--- src/rtl/icache_miss_responder.sv ---
// Memory-side I-cache miss responder: queues miss requests and fetches each line word-by-word in FIFO order.
// Latency: line valid the cycle after its last data word; miss2mem stalls when full, the line is held until accepted.
module icache_miss_responder #(
  parameter int BA_BITS         = 7,
  parameter int WID_BITS        = 2,
  parameter int FIFO_DEPTH      = 4,
  parameter int FIFO_DEPTH_BITS = 2,
  parameter int WORDS_PER_LINE  = 4,
  parameter int WORD_IDX_BITS   = 2,
  parameter int WORD_BITS       = 32
) (
  input  logic                                clk,
  input  logic                                rst_n,
  input  logic                                miss2mem_valid_i,
  output logic                                miss2mem_ready_o,
  input  logic [BA_BITS-1:0]                  miss2mem_block_addr_i,
  input  logic [WID_BITS-1:0]                 miss2mem_instr_id_i,
  output logic                                mem_rd_req_valid_o,
  input  logic                                mem_rd_req_ready_i,
  output logic [BA_BITS+WORD_IDX_BITS-1:0]    mem_rd_req_addr_o,
  input  logic                                mem_rd_rsp_valid_i,
  input  logic [WORD_BITS-1:0]                mem_rd_rsp_data_i,
  output logic                                miss_rsp_valid_o,
  input  logic                                miss_rsp_ready_i,
  output logic [BA_BITS-1:0]                  miss_rsp_block_addr_o,
  output logic [WID_BITS-1:0]                 miss_rsp_instr_id_o,
  output logic [WORDS_PER_LINE*WORD_BITS-1:0] miss_rsp_data_o
);

  localparam int CW = WORD_IDX_BITS + 1;
  localparam logic [CW-1:0] LP_WORDS   = CW'(WORDS_PER_LINE);
  localparam logic [CW-1:0] LP_LAST    = CW'(WORDS_PER_LINE - 1);
  localparam logic [CW-1:0] LP_CNT_ONE = CW'(1);
  localparam logic [FIFO_DEPTH_BITS-1:0] LP_PTR_ONE = FIFO_DEPTH_BITS'(1);
  localparam logic [FIFO_DEPTH_BITS:0]   LP_DEPTH   = (FIFO_DEPTH_BITS+1)'(FIFO_DEPTH);
  localparam logic [FIFO_DEPTH_BITS:0]   LP_FCNT_ONE = (FIFO_DEPTH_BITS+1)'(1);

  typedef struct packed {
    logic [BA_BITS-1:0]  block_addr;
    logic [WID_BITS-1:0] instr_id;
  } req_t;

  typedef enum logic [1:0] {
    S_IDLE  = 2'd0,
    S_FETCH = 2'd1,
    S_RESP  = 2'd2
  } state_t;

  state_t                     r_state;
  state_t                     w_state_nxt;
  req_t                       r_fifo [FIFO_DEPTH];
  logic [FIFO_DEPTH_BITS-1:0] r_wr_ptr;
  logic [FIFO_DEPTH_BITS-1:0] r_rd_ptr;
  logic [FIFO_DEPTH_BITS:0]   r_count;
  logic [CW-1:0]              r_issue_cnt;
  logic [CW-1:0]              r_recv_cnt;
  logic [WORD_BITS-1:0]       r_buf [WORDS_PER_LINE];

  req_t w_push_dat;
  req_t w_head;
  logic w_full;
  logic w_empty;
  logic w_push;
  logic w_pop;
  logic w_issue_fire;
  logic w_recv_en;
  logic w_cnt_clr;

  // Ready is held low while reset is asserted so no request is accepted into a cleared queue.
  assign w_full           = (r_count == LP_DEPTH);
  assign w_empty          = (r_count == '0);
  assign miss2mem_ready_o = rst_n && !w_full;
  assign w_push           = miss2mem_valid_i && miss2mem_ready_o;
  assign w_pop            = miss_rsp_valid_o && miss_rsp_ready_i;
  assign w_push_dat       = {miss2mem_block_addr_i, miss2mem_instr_id_i};
  assign w_head           = r_fifo[r_rd_ptr];
  assign w_issue_fire     = mem_rd_req_valid_o && mem_rd_req_ready_i;

  always_ff @(posedge clk or negedge rst_n) begin
    if (!rst_n) begin
      for (int i = 0; i < FIFO_DEPTH; i++) r_fifo[i] <= '0;
      r_wr_ptr <= '0;
      r_rd_ptr <= '0;
      r_count  <= '0;
    end else begin
      if (w_push) begin
        r_fifo[r_wr_ptr] <= w_push_dat;
        r_wr_ptr         <= r_wr_ptr + LP_PTR_ONE;
      end
      if (w_pop) r_rd_ptr <= r_rd_ptr + LP_PTR_ONE;
      case ({w_push, w_pop})
        2'b10:   r_count <= r_count + LP_FCNT_ONE;
        2'b01:   r_count <= r_count - LP_FCNT_ONE;
        default: r_count <= r_count;
      endcase
    end
  end

  always_ff @(posedge clk or negedge rst_n) begin
    if (!rst_n) r_state <= S_IDLE;
    else        r_state <= w_state_nxt;
  end

  always_comb begin
    w_state_nxt           = r_state;
    w_cnt_clr             = 1'b0;
    w_recv_en             = 1'b0;
    mem_rd_req_valid_o    = 1'b0;
    mem_rd_req_addr_o     = '0;
    miss_rsp_valid_o      = 1'b0;
    miss_rsp_block_addr_o = '0;
    miss_rsp_instr_id_o   = '0;
    case (r_state)
      S_IDLE: begin
        if (!w_empty) begin
          w_state_nxt = S_FETCH;
          w_cnt_clr   = 1'b1;
        end
      end
      S_FETCH: begin
        mem_rd_req_valid_o = (r_issue_cnt < LP_WORDS);
        mem_rd_req_addr_o  = {w_head.block_addr, r_issue_cnt[WORD_IDX_BITS-1:0]};
        w_recv_en          = mem_rd_rsp_valid_i && (r_recv_cnt < LP_WORDS);
        if (mem_rd_rsp_valid_i && (r_recv_cnt == LP_LAST)) w_state_nxt = S_RESP;
      end
      S_RESP: begin
        miss_rsp_valid_o      = 1'b1;
        miss_rsp_block_addr_o = w_head.block_addr;
        miss_rsp_instr_id_o   = w_head.instr_id;
        if (miss_rsp_ready_i) w_state_nxt = S_IDLE;
      end
      default: w_state_nxt = S_IDLE;
    endcase
  end

  always_ff @(posedge clk or negedge rst_n) begin
    if (!rst_n) begin
      r_issue_cnt <= '0;
      r_recv_cnt  <= '0;
    end else if (w_cnt_clr) begin
      r_issue_cnt <= '0;
      r_recv_cnt  <= '0;
    end else begin
      if (w_issue_fire) r_issue_cnt <= r_issue_cnt + LP_CNT_ONE;
      if (w_recv_en)    r_recv_cnt  <= r_recv_cnt + LP_CNT_ONE;
    end
  end

  // Only FETCH writes the line, so stray responses in IDLE/RESP cannot corrupt a held line.
  always_ff @(posedge clk or negedge rst_n) begin
    if (!rst_n) begin
      for (int i = 0; i < WORDS_PER_LINE; i++) r_buf[i] <= '0;
    end else if (w_recv_en) begin
      r_buf[r_recv_cnt[WORD_IDX_BITS-1:0]] <= mem_rd_rsp_data_i;
    end
  end

  for (genvar g = 0; g < WORDS_PER_LINE; g++) begin : g_line
    assign miss_rsp_data_o[WORD_BITS*(g+1)-1 -: WORD_BITS] = r_buf[g];
  end

endmodule
--- config.mk ---
export PLATFORM = sky130hd
export DESIGN_NAME = icache_miss_responder
export DESIGN_NICKNAME = d
export VERILOG_FILES = /design/src/rtl/icache_miss_responder.sv
export SDC_FILE = /design/constraint.sdc
export NUM_CORES = 1
export LEC_CHECK = 0
export ABC_AREA = 0
export CAP_MARGIN = 20
export CORE_MARGIN = 4
export CORE_UTILIZATION = 43
export DETAILED_ROUTE_END_ITERATION = 16
export PLACE_DENSITY = 0.71
export SLEW_MARGIN = 20
export SYNTH_ARGS = -nofsm -noshare
export SYNTH_HDL_FRONTEND = slang
export SYNTH_SLANG_ARGS = --single-unit
--- constraint.sdc ---
create_clock -name clk -period 2.8 [get_ports clk]
set_input_delay 0.56 -clock clk [delete_from_list [all_inputs] [get_ports clk]]
set_output_delay 0.56 -clock clk [all_outputs]
set_load 0.01 [all_outputs]
==> qor.csv <==
metric;value;unit
# setup viols final;0;
PortBufs;195;
ANT nets after route;0;
top cells by area, synth;dfrtp_1 (58%), mux2_4 (20%), mux2_2 (8.9%);
period utilisation layout;97.22;%
Comb pwr share;45.7;%
Layout Nets;726;
sequential share of power;36.5;%
Min-Delay Path Class;primary input to async pin;
post-route minimum period;2722;ps
Post-CTS Setup Inserts;0;
global-route wire length before repair;27820;um
synth warn;0;
initial DRC count;191;
Peak Freq;0.3673;GHz
register area;0.004481;mm2
Slew headroom;32.05;%
Initial Util;44.37;%
GR Util All Layers;17.45;%
CP max stage delay;560;ps
TritonCTS clock tree;done;
peak supply drop;0.0006583;V
most common cell after layout, fill and taps aside;clkdlybuf4s50_1;
hold_buf cts;0;
Clock Tree Buf Depth;2;
Setup WS pre-CTS;370.1;ps
most frequent cells in the layout;clkdlybuf4s50_1 (194), dfrtp_1 (178), mux2_4 (104);
Clock power frac;17.7;%
crit path kind;register to output pin;
most used routing layer;met2;
P_int;8.967;mW
async set-reset flop share out of synthesis;100.0;%
met2 track demand over resource;26.88;%
top cell type's share of synthesized area;57.76;%
Post-Synthesis Cells;461;
initial antenna violation count;0;
HPWL Detailed;12450;um
Clock Sinks;179;
Post-Syn Area per Cell;16.82;um2
area leader, netlist;dfrtp_1;
crit path max fanout;11;
R2R Path Start;r_count[1];
count of cell types in the netlist;28;
R2R setup slack;620;ps
Worst setup SP type;register;
IO Count;196;
Layout area overhead;35.95;%
vias;4581;
die height;142.3;um
met1 Use GR;24.28;%
status;completed;
switching fraction of total power;30.29;%
H-tree levels;4;
max-slew violations;0;
DIE AREA;0.02025;mm2
Pre-antenna DRT Iters;4;
switching power;3.897;mW
Critical Path AT;2160;ps
Leakage Power;4.899;nW
Total Power;12.86;mW
Worst Setup SP;r_rd_ptr[0];
Clk Latency, worst-skew pair;420;ps
total core area;0.01748;mm2
power density over the cells;1220;mW/mm2
Yosys reg bits;179;
CP endpoint kind;output pin;
gr ovfl total;0;
largest net degree at the start of global routing;180;
clk slew on worst S/H paths;60;ps
number of vias per cell;5.062;
Layout Skew;9.078;ps
Die Wd;142.3;um
TritonCTS Buffers;17;
crit-path cells;buf_8 -> mux4_2 -> and2_1 -> clkdlybuf4s50_1;
Post-synth EDFFs;0;
Max-cap violations;0;
Multi-input gate area;0.003052;mm2
sequential element share of the synthesized area;57.76;%
vias in the first global route;4874;
Rows;48;
worst-margin pin slew;1019;ps
Routed WL per cell;19.54;um
post-route setup slack;77.77;ps
Top FF cell, synth;dfrtp_1;
Hold Vio Cnt, Final;0;
final WL;17690;um
Slowest cell on crit path;mux4_2;
area of the mapped netlist;0.007755;mm2
Worst Path Required;2240;ps
Register-to-Register Path Depth;9;
fillcell total;1302;
post-synthesis net count;520;
Hold WS;243.0;ps
DRC Markers;0;
post_cts resized;0;
setup TNS;0;ps
share of cells above drive strength 1;33.53;%
GPL Wtd Cong;0.7891;
Core Util, Final;60.32;%
ANT cells;0;
clock root buffer;clkbuf_16;
met3 usage;4.671;%
RSZ-0062 raised after global routing;no;
-- per-layer routing --
| metal | part of all wire (%) | up-vias | wire length, um |
|---|---|---|---|
| met1 | 45 | 2374 | 8031 |
| met4 | 1.4 | 0 | 251 |
| met5 | 0 | - | 0 |
| met3 | 6.8 | 16 | 1206 |
| li1 | - | 2033 | - |
| met2 | 46 | 158 | 8197 |
-- critical path, delay by kind of cell (launching register included) --
kind / cells / cell delay (ps)
simple gates: 1 / 180
buf+inv: 2 / 650
flops: 1 / 350
mux: 1 / 560
-- metrics by stage --
| step | instances | instance area, um2 |
|---|---|---|
| 2_1_floorplan | 461 | 7755 |
| 3_3_place_gp | 873 | 9967 |
| 3_5_place_dp | 873 | 9967 |
| 4_1_cts | 905 | 10530 |
| 5_1_grt | 905 | 10540 |
| 6_report | 905 | 10540 |
-- cell usage after synthesis (3+ instances only) --
cell      instances
nand2_4           4
mux2_4          104
inv_1            11
mux2_2           61
dfrtp_1         179
ha_1             11
clkbuf_1          3
and2_1           19
nor2_1            8
xor2_1            3
buf_2             5
buf_6            13
mux4_2            9
nor3b_1           4
nand2_1           3
xnor2_1           5
-- logic make-up after synthesis --
logic type                 share of synthesized area [%]
DFF                                                57.76
muxes                                              31.87
and+or+nand+nor                                    4.163
buffers and inverters                              2.888
adders and majority gates                          2.033
xor gates and xnor gates                          0.9036
AOI/OAI and AO/OA                                 0.3872
-- cell type report --
cell class | instances | share of cell area, %
clock buffers | 19 | 4.201
well taps | 225 | 2.670
multi-input cells | 250 | 28.95
flip-flops and latches | 179 | 42.50
repair buffers | 208 | 20.12
clock inverters | 13 | 1.175
inverters | 11 | 0.3916
-- registers in the layout (all words and copies together) (netlist names) --
register,flops
miss_rsp_data_o,128
r_fifo,36
r_count,3
r_issue_cnt,3
r_recv_cnt,3
r_rd_ptr,2
r_state,2
r_wr_ptr,2
-- path summary, 6_finish.rpt --
| check | to |
|---|---|
| min in group clk | r_fifo[15] |
| hold reg to reg | r_fifo[15] |
| hold / removal | r_issue_cnt[1] |
| max in group asynchronous | miss_rsp_data_o[118] |
| setup / recovery | miss_rsp_block_addr_o[3] |
| setup reg to reg | r_count[2] |
-- power by group through the flow --
stage	Combinational (mW)	Clock (mW)	Sequential, mW
2_1_floorplan	2.74	0	4.97
3_3_place_gp	5.78	0	4.67
3_5_place_dp	5.92	0	4.74
4_1_cts	5.96	2.34	4.70
5_1_grt	6.25	2.46	4.84
6_report	5.88	2.28	4.70
Note: power is estimated with default switching activity, not from simulation.
